[src/rtl/legv8_exec_unit_pkg.sv]
// Shared constants, decoded-control record and R-format decode helper for the
// LEGv8 execute/memory slice.
package legv8_exec_unit_pkg;

    // Data memory geometry: 64 words of 32 bits, word index taken from byte address [7:2].
    localparam int MEM_DEPTH  = 64;
    localparam int MEM_ADDR_W = 6;

    // Opcodes, each sized to the instruction field it is matched against.
    localparam logic [10:0] OP_ADD  = 11'h458;
    localparam logic [10:0] OP_SUB  = 11'h658;
    localparam logic [10:0] OP_AND  = 11'h450;
    localparam logic [10:0] OP_ORR  = 11'h550;
    localparam logic [10:0] OP_EOR  = 11'h650;
    localparam logic [10:0] OP_LDUR = 11'h7C2;
    localparam logic [10:0] OP_STUR = 11'h7C0;
    localparam logic [9:0]  OP_ADDI = 10'h244;
    localparam logic [8:0]  OP_MOVZ = 9'h1A5;
    localparam logic [7:0]  OP_CBZ  = 8'hB4;
    localparam logic [5:0]  OP_B    = 6'h05;

    // ALU operation codes.
    localparam logic [3:0] ALU_ADD  = 4'd2;
    localparam logic [3:0] ALU_ORR  = 4'd4;
    localparam logic [3:0] ALU_NOR  = 4'd5;
    localparam logic [3:0] ALU_AND  = 4'd6;
    localparam logic [3:0] ALU_PASS = 4'd7;
    localparam logic [3:0] ALU_EOR  = 4'd9;
    localparam logic [3:0] ALU_SUB  = 4'd10;
    localparam logic [3:0] ALU_NAND = 4'd12;
    localparam logic [3:0] ALU_MOV  = 4'd13;

    // Everything the decoder produces for one instruction; registered as a unit.
    typedef struct packed {
        logic [4:0]  readRegister1;
        logic [4:0]  readRegister2;
        logic [4:0]  writeRegister;
        logic        regWriteFlag;
        logic        memReadFlag;
        logic        memWriteFlag;
        logic        memToRegFlag;
        logic        aluSRC;
        logic        branchFlag;
        logic        unconditionalBranchFlag;
        logic [3:0]  aluControlCode;
        logic [31:0] branchOffset;
        logic [31:0] immediate;
    } decoded_t;

    // Register-to-register ops share one field layout and differ only in ALU code.
    function automatic decoded_t rFormat(input logic [31:0] instr, input logic [3:0] code);
        decoded_t d;
        d                = '0;
        d.readRegister1  = instr[9:5];
        d.readRegister2  = instr[20:16];
        d.writeRegister  = instr[4:0];
        d.regWriteFlag   = 1'b1;
        d.aluControlCode = code;
        return d;
    endfunction

endpackage

[src/rtl/legv8_exec_unit_alu.sv]
// Combinational 32-bit ALU: arithmetic/logic ops, carry and zero detection.
module legv8_alu
    import legv8_exec_unit_pkg::*;
(
    input  logic [31:0] operandA,
    input  logic [31:0] operandB,
    input  logic [3:0]  aluControlCode,
    output logic [31:0] result,
    output logic        zeroFlag,
    output logic        carryBit
);

    logic [32:0] sum;

    assign sum = {1'b0, operandA} + {1'b0, operandB};

    // Select the operation result and the carry that goes with it.
    always_comb begin
        // NOTE: defaults first so every path assigns every output -- no latch.
        result   = '0;
        carryBit = 1'b0;
        case (aluControlCode)
            ALU_ADD: begin
                result   = sum[31:0];
                carryBit = sum[32];
            end
            ALU_SUB: begin
                result   = operandA - operandB;
                carryBit = (operandA >= operandB);
            end
            ALU_AND:  result = operandA & operandB;
            ALU_ORR:  result = operandA | operandB;
            ALU_EOR:  result = operandA ^ operandB;
            ALU_NOR:  result = ~(operandA | operandB);
            ALU_NAND: result = ~(operandA & operandB);
            ALU_PASS: result = operandB;
            ALU_MOV:  result = operandB;
            default:  result = '0;
        endcase
    end

    assign zeroFlag = (result == 32'd0);

endmodule

[src/rtl/legv8_exec_unit.sv]
// Execute/memory slice: registered decoder, ALU, 64-word data memory and writeback mux.
module legv8_exec_unit
    import legv8_exec_unit_pkg::*;
(
    input  logic        clock,
    input  logic        resetN,
    input  logic [31:0] instruction,
    input  logic [31:0] readData1,
    input  logic [31:0] readData2,
    output logic [4:0]  readRegister1,
    output logic [4:0]  readRegister2,
    output logic [4:0]  writeRegister,
    output logic        regWriteFlag,
    output logic        memReadFlag,
    output logic        memWriteFlag,
    output logic        memToRegFlag,
    output logic        aluSRC,
    output logic        branchFlag,
    output logic        unconditionalBranchFlag,
    output logic [3:0]  aluControlCode,
    output logic [31:0] branchOffset,
    output logic [31:0] result,
    output logic        zeroFlag,
    output logic        carryBit,
    output logic [31:0] readData
);

    decoded_t              decNext;
    decoded_t              decReg;
    logic [31:0]           operandB;
    logic [MEM_ADDR_W-1:0] wordIndex;
    logic [31:0]           dataMem [MEM_DEPTH];

    // Decode the incoming instruction, longest opcode first.
    always_comb begin
        decNext                = '0;
        decNext.aluControlCode = ALU_ADD;
        case (instruction[31:21])
            OP_ADD: decNext = rFormat(instruction, ALU_ADD);
            OP_SUB: decNext = rFormat(instruction, ALU_SUB);
            OP_AND: decNext = rFormat(instruction, ALU_AND);
            OP_ORR: decNext = rFormat(instruction, ALU_ORR);
            OP_EOR: decNext = rFormat(instruction, ALU_EOR);
            OP_LDUR: begin
                decNext.readRegister1 = instruction[9:5];
                decNext.writeRegister = instruction[4:0];
                decNext.immediate     = {{23{instruction[20]}}, instruction[20:12]};
                decNext.aluSRC        = 1'b1;
                decNext.memReadFlag   = 1'b1;
                decNext.memToRegFlag  = 1'b1;
                decNext.regWriteFlag  = 1'b1;
            end
            OP_STUR: begin
                decNext.readRegister1 = instruction[9:5];
                decNext.readRegister2 = instruction[4:0];
                decNext.immediate     = {{23{instruction[20]}}, instruction[20:12]};
                decNext.aluSRC        = 1'b1;
                decNext.memWriteFlag  = 1'b1;
            end
            default: begin
                if (instruction[31:22] == OP_ADDI) begin
                    decNext.readRegister1 = instruction[9:5];
                    decNext.writeRegister = instruction[4:0];
                    decNext.immediate     = {20'd0, instruction[21:10]};
                    decNext.aluSRC        = 1'b1;
                    decNext.regWriteFlag  = 1'b1;
                end else if (instruction[31:23] == OP_MOVZ) begin
                    decNext.writeRegister  = instruction[4:0];
                    decNext.aluSRC         = 1'b1;
                    decNext.regWriteFlag   = 1'b1;
                    decNext.aluControlCode = ALU_MOV;
                    // Shift amounts of 32 and 48 fall off a 32-bit datapath.
                    case (instruction[22:21])
                        2'd0:    decNext.immediate = {16'd0, instruction[20:5]};
                        2'd1:    decNext.immediate = {instruction[20:5], 16'd0};
                        default: decNext.immediate = '0;
                    endcase
                end else if (instruction[31:24] == OP_CBZ) begin
                    decNext.readRegister2  = instruction[4:0];
                    decNext.branchFlag     = 1'b1;
                    decNext.aluControlCode = ALU_PASS;
                    decNext.branchOffset   = {{13{instruction[23]}}, instruction[23:5]};
                end else if (instruction[31:26] == OP_B) begin
                    decNext.unconditionalBranchFlag = 1'b1;
                    decNext.branchOffset = {{6{instruction[25]}}, instruction[25:0]};
                end
            end
        endcase
    end

    // Hold the decoded instruction for the following cycle; reset discards it.
    always_ff @(posedge clock) begin
        // NOTE: non-blocking so every register samples pre-edge values.
        if (!resetN) decReg <= '0;
        else         decReg <= decNext;
    end

    assign readRegister1           = decReg.readRegister1;
    assign readRegister2           = decReg.readRegister2;
    assign writeRegister           = decReg.writeRegister;
    assign regWriteFlag            = decReg.regWriteFlag;
    assign memReadFlag             = decReg.memReadFlag;
    assign memWriteFlag            = decReg.memWriteFlag;
    assign memToRegFlag            = decReg.memToRegFlag;
    assign aluSRC                  = decReg.aluSRC;
    assign branchFlag              = decReg.branchFlag;
    assign unconditionalBranchFlag = decReg.unconditionalBranchFlag;
    assign aluControlCode          = decReg.aluControlCode;
    assign branchOffset            = decReg.branchOffset;

    assign operandB = decReg.aluSRC ? decReg.immediate : readData2;

    legv8_alu alu (
        .operandA       (readData1),
        .operandB       (operandB),
        .aluControlCode (decReg.aluControlCode),
        .result         (result),
        .zeroFlag       (zeroFlag),
        .carryBit       (carryBit)
    );

    // Byte address wraps modulo 256; low two bits select nothing.
    assign wordIndex = result[7:2];

    // Commit stores at the end of their decoded cycle; reset clears the array and wins over a store.
    always_ff @(posedge clock) begin
        // NOTE: the whole array must reset to zero, so it is flops, not a RAM macro.
        if (!resetN) begin
            for (int i = 0; i < MEM_DEPTH; i++) dataMem[i] <= '0;
        end else if (decReg.memWriteFlag) begin
            dataMem[wordIndex] <= readData2;
        end
    end

    assign readData = decReg.memToRegFlag ? dataMem[wordIndex] : result;

endmodule

[config.mk]
export PLATFORM = sky130hd
export DESIGN_NAME = legv8_exec_unit
export DESIGN_NICKNAME = d
export VERILOG_FILES = /design/src/rtl/legv8_exec_unit_pkg.sv /design/src/rtl/legv8_exec_unit_alu.sv /design/src/rtl/legv8_exec_unit.sv
export SDC_FILE = /design/constraint.sdc
export NUM_CORES = 2
export LEC_CHECK = 0
export ABC_AREA = 1
export CAP_MARGIN = 10
export CORE_ASPECT_RATIO = 1.5
export CORE_MARGIN = 4
export CORE_UTILIZATION = 25
export DETAILED_ROUTE_END_ITERATION = 10
export GPL_TIMING_DRIVEN = 0
export PLACE_DENSITY = 0.42
export SYNTH_ARGS = -nofsm -noshare
export SYNTH_HDL_FRONTEND = slang
export SYNTH_HIERARCHICAL = 1
export SYNTH_SLANG_ARGS = --single-unit
[constraint.sdc]
create_clock -name clock -period 7.3 [get_ports clock]
set_clock_uncertainty 0.15 [all_clocks]
set_input_delay 0.73 -clock clock [delete_from_list [all_inputs] [get_ports clock]]
set_output_delay 0.73 -clock clock [all_outputs]
set_load 0.02 [all_outputs]
Yosys cells after proc, flatten, opt, wreduce, memory -nomap -nowiden
Memories as Yosys holds them, arrays and structs flattened.
Cells that the tools add are included.
{ "totals": {"reg_bits": 89, "mem_bits_rw": 2048, "inputBits": 98, "out_inout_bits": 124, "wordCells": 91, "mem_count": 1} }
{ "mem_list": {"columns": ["name", "depth", "word_bits", "read_ports", "rd_clocked_by_memory_dff", "wr", "line_no", "source"], "rows": [
  ["dataMem", 64, 32, 1, 0, 64, "legv8_exec_unit.sv:32", "logic [31:0] dataMem [MEM_DEPTH];"]
]} }
{ "op_classes": {"add_sub_neg": 2, "magnitude_cmp": 1, "n_eq_ne": 21, "muxes": 40, "n_bitwise": 5, "reduce_logical": 9} }
{ "op_table": {"columns": ["op", "count"], "rows": [
  ["32-bit 2-to-1 mux", 8],
  ["32-bit case mux with 8 select lines", 1],
  ["38-bit case mux with 5 select lines", 1],
  ["32-bit case mux with 2 select lines", 2],
  ["11-bit == test (second input constant)", 7],
  ["32-bit NOT", 2],
  ["38-bit 2-to-1 mux", 1],
  ["32-bit by 32-bit adder with 33-bit output", 1],
  ["32-bit bitwise AND", 1],
  ["32-bit >= comparator", 1],
  ["32-bit logical NOT", 1],
  ["32-bit OR", 1],
  ["32-bit OR reduction", 1],
  ["32-bit subtractor", 1],
  ["32-bit XOR", 1],
  ["5-bit 2-to-1 mux", 5],
  ["6-bit 2-to-1 mux", 3],
  ["4-bit by 3-bit == test with 1-bit output (second input constant)", 4],
  ["4-bit == test (second input constant)", 4],
  ["5-bit case mux with 3 select lines", 1],
  ["1-bit 2-to-1 mux", 12],
  ["6-bit case mux with 2 select lines", 1],
  ["10-bit == test (second input constant)", 1],
  ["9-bit == test (second input constant)", 1],
  ["14 further kinds", 16]
]} }

Logic depth before layout (Yosys ltp)
{ "depth": {"depth_word": 6, "ltp_mapped": 30} }

Hierarchy
The synthesis kept the hierarchy.
{ "modules_own_cells": {"columns": ["module", "n_inst", "cells_each", "area_each_um2", "seq_area_each_um2"], "rows": [
  ["legv8_exec_unit", 1, 11568, 99616.8, 63160.6],
  ["legv8_alu", 1, 1524, 7528.5, 0.0]
]} }

Worst setup path before layout
OpenSTA, ideal clock, no wires.
{ "synth_timing": {"path_type": "in2reg", "from": "input port readData2[0]", "to": "memory dataMem[8][0] (enable)", "setup_time_ns": 0.389, "arrival_ns": 4.557, "path_slack_ns": 2.203, "cell_stages": 19, "path_buffers": 3, "path_cell_list": "inv_1 -> clkbuf_1 -> o21ai_0 -> ha_1 -> inv_1 -> fa_1 -> inv_1 -> nand2_1 -> nand2_1 -> nand3_1 -> nand3_1 -> nand3_1 -> buf_2 -> nor2_1 -> inv_1 -> nor2_1 -> nand3_1 -> clkbuf_1 -> nand2_1"} }
{ "synth_rtl": {"columns": ["element", "line_no", "source"], "rows": [
  ["start: declaration", "legv8_exec_unit.sv:9", "input logic [31:0] readData2,"],
  ["end: declaration", "legv8_exec_unit.sv:32", null]
]} }

Final worst setup path
{ "layout_timing": {"from": "input port readData2[2]", "to": "output port readData[5]"} }
{ "layout_via": {"elab_chain_cells": 6, "word_cells_on_any_way": 11, "cone_classes": "2 x add/sub; 3 x mux; 5 x bitwise; 1 x memory"} }
{ "layout_rtl": {"columns": ["element", "line_no", "source"], "rows": [
  ["32-bit 2-to-1 mux (*)", "legv8_exec_unit.sv:111", "assign operandB = decReg.aluSRC ? decReg.immediate : readData2;"],
  ["named net operandB[2]", "legv8_exec_unit.sv:30", "logic [31:0] operandB;"],
  ["branches (longest 2 deep; another with 32-bit subtractor)", null, null],
  ["32-bit case mux with 8 select lines (*)", "legv8_exec_unit_alu.sv:22", "case (aluControlCode)"],
  ["memory read 64 x 32 bit", null, null],
  ["32-bit 2-to-1 mux (*)", "legv8_exec_unit.sv:135", "assign readData = decReg.memToRegFlag ? dataMem[wordIndex] : result;"],
  ["end: declaration", "legv8_exec_unit.sv:25", "output logic [31:0] readData"]
]} }
Mark *: on every way through the listed nets, which the timed path passes.

==> impl_metrics.tcl <==
set metrics [dict create \
    nFillCells 45898 \
    hold_viol 0 \
    min_period_ns 7.409 \
    critical_path.startpoint "readData2[2]" \
    synth_edf_count 2048 \
    status "finished, violations left" \
    cp_common_cell "nand2_1" \
    drc 0 \
    finish.instance_area_sq_mm 0.1280 \
    max_cap_violations 0 \
    area_delta_synth_final_pct 19.49 \
    violations "negative setup slack" \
    worstSetupPathDepth 28 \
    yosysUniqueCellTypes 43 \
    synth_seq_cells 2131 \
    slew_headroom_pct 2.799 \
    synth-xor-area-share_pct 0.01635 \
    worstRegToRegCells 23 \
    portBuffers 220 \
    routed_via_density 4.778 \
    post-dp-hpwl_mm 459.1 \
    syn_avg_cell_area_sq_um 8.184 \
    via_count 93283 \
    io_pins 222 \
    fmax_mhz 135.0 \
    vdd_drop_max_v 0.0002109 \
    drt_iter0_drc 9068 \
    min_path_type "in2reg" \
    synth_area_leaders "edfxtp_1, nand2_1, nor2_1" \
    finalCritPeriodShare_pct 101.5 \
    power_mw 31.10 \
    dieArea_sq_mm 0.4393 \
    seqCellArea_sq_mm 0.06316 \
    cts_num_sinks 2131 \
    r2r-start "aluSRC$_SDFF_PN0_" \
    antenna_found_initial 64 \
    synth_compound_area_share_pct 1.550 \
    cts-htree-levels 4 \
    power_density_mw_per_mm2 242.9 \
    cts_made_buffers 222 \
    crit_buf_inv 13 \
    critical_path_class "in2out" \
    grt_pass1_vias 89823 \
    place_area_sq_mm 0.1187 \
    cts_root_buf "clkbuf_16" \
    cp_data_arrival_time_ns 6.53 \
    start_kind "input pin" \
    yosys_warnings 6 \
    p_leak_nw 58.32 \
    r2r_slack_ns 0.05 \
    netlist_area_sq_mm 0.1071 \
    initial_core_util_pct 25.09 \
    fp.coreArea_sq_mm 0.4271 \
    fin_nets 13884 \
    setup_viol 7 \
    grt.total_usage_pct 26.41 \
    end_kind "primary output" \
    cp_top_family "buffers and inverters" \
    fp.dieH_um 809.8 \
    layout_commonest_cell "nand2_1" \
    gr-total-overflow 0 \
    grt_start_max_net_pins 33 \
    wire_per_inst_um 30.53 \
    place.gp.congestion 1.064 \
    synth_fp_nets 13306 \
    die_w_um 542.5 \
    drt_pass1_iterations 8 \
    async_flop_share_pct 0 \
    final_max_slew_viol_count 0 \
    cpPeakStageDelay_ns 0.46 \
    crit_end "readData[5]" \
    synth_ff_type "edfxtp_1" \
    cts_tree "yes" \
    synth_top_cell_by_area "edfxtp_1" \
    yosysSeqAreaShare_pct 58.95 \
    synth_top_family_by_area "simple AND/OR/NAND/NOR gates" \
    cp_max_fo 10 \
    yosys.area_share.adder_pct 1.369 \
    layout-drive-gt1-share_pct 9.518 \
    layoutNonFillerInstCount 19525 \
    ctsLongestPathBuffers 4 \
    crit_slowest_cell "clkdlybuf4s50_1" \
    synth_mux_area_share_pct 0 \
    clkLatencyLatePin_ns 0.96 \
    postRouteAntennaNets 0 \
    routed_wl_mm 596.1 \
    worstMarginPinSlew_ns 1.443 \
    r2r_end "dataMem[1][10]$_SDFFCE_PN0P_" \
    yosys.area_share.simple_pct 32.41 \
    final_cell_mix "nand2_1, nor2_1, edfxtp_1" \
    num_rows 294 \
    required_ns 6.42 \
    setup_ws_ns -0.1091 \
    postSynthCellCount 13092 \
    multi_input_area_sq_mm 0.03876 \
    synth_top_cell_area_share_pct 57.40 \
    placedCellCount 19044 \
    rsz0062_at_grt "true" \
    tns_ns -0.4352 \
    grt_pass1_wl_mm 784.0 \
    clk_pin_slew_ns 0.06 \
]
==> worst min path at each step <==
stage	start	end	cells past startpoint
CTS	resetN	decReg[16]$_SDFF_PN0_	3
global route	resetN	decReg[16]$_SDFF_PN0_	3
finish	resetN	decReg[16]$_SDFF_PN0_	3
floorplan	instruction[0]	readRegister2[0]$_SDFF_PN0_	2
global placement	resetN	decReg[16]$_SDFF_PN0_	3
detailed placement	resetN	decReg[16]$_SDFF_PN0_	3
==> flip-flops by register name (all words and copies together) (netlist names), 4 cells and up <==
signal,flops
readRegister1,5
branchOffset,26
dataMem,2048
readRegister2,5
decReg,32
aluControlCode,4
writeRegister,5
==> synthesized netlist by cell type (8+ instances only) <==
cell type / number
nand3_1: 212
o21ai_0: 104
buf_1: 49
nand3b_1: 8
nand4_1: 31
o211ai_1: 10
a21oi_1: 93
o22ai_1: 33
clkbuf_1: 593
buf_4: 61
or2_2: 29
o31ai_1: 12
ha_1: 114
nand2_1: 6392
dfxtp_1: 83
o221ai_1: 12
nor3_1: 28
inv_2: 9
nor2_2: 17
inv_1: 484
buf_2: 264
edfxtp_1: 2048
o21bai_1: 9
nor2_1: 2345
==> final cells by class <==
class / count / area share, %
repair buffers: 355 / 3.580
well taps: 5624 / 5.496
clock buffers: 269 / 4.544
flip-flops and latches: 2131 / 49.34
diodes: 53 / 0.1036
plain buffers: 972 / 4.225
clock inverters: 133 / 0.9724
multi-input cells: 9492 / 30.28
inverters: 496 / 1.468
==> tightest hold or removal path, cell delays in order <==
cell     delay, ns
buf_2         0.16
inv_1         0.16
o31ai_1       0.10
==> kinds of logic after synthesis <==
family / after synthesis
buf+inv: 1469
simple gates: 9084
compound gates: 290
flops: 2131
fa+ha+maj: 116
xor+xnor: 2
==> where the power goes <==
group,switching (mW),leakage (nW),internal [mW]
Clock,5.39,3.45,6.41
Combinational,4.38,32.2,1.20
Sequential,0.0930,22.7,13.6
==> metal layers <==
metal,global-route usage [%],wire length [um]
met5,0.2510,299
met3,4.858,36460
met4,27.74,74290
met1,26.38,196500
met2,44.70,288500
==> what timing repair did <==
item                                    4_1_cts  5_1_grt
resized for setup                           672       55
endpoints found under the setup margin     3087       33
buffers inserted                             24        2
hold buffers                                  0        0
pin swaps                                     9        2
gates cloned                                  1        0
==> through the flow <==
step | hold WS, ns | worst slack, ns | utilization (%)
global route | 0.06873 | -0.2283 | 29.95
detailed placement | 1.058 | -3.137 | 27.80
floorplan | 0.6927 | 2.203 | -
global placement | 1.049 | -5.435 | 27.25
CTS | 0.01139 | -0.01982 | 29.91
finish | 0.08172 | -0.1091 | 29.98
Note: power is estimated with default switching activity, not from simulation.
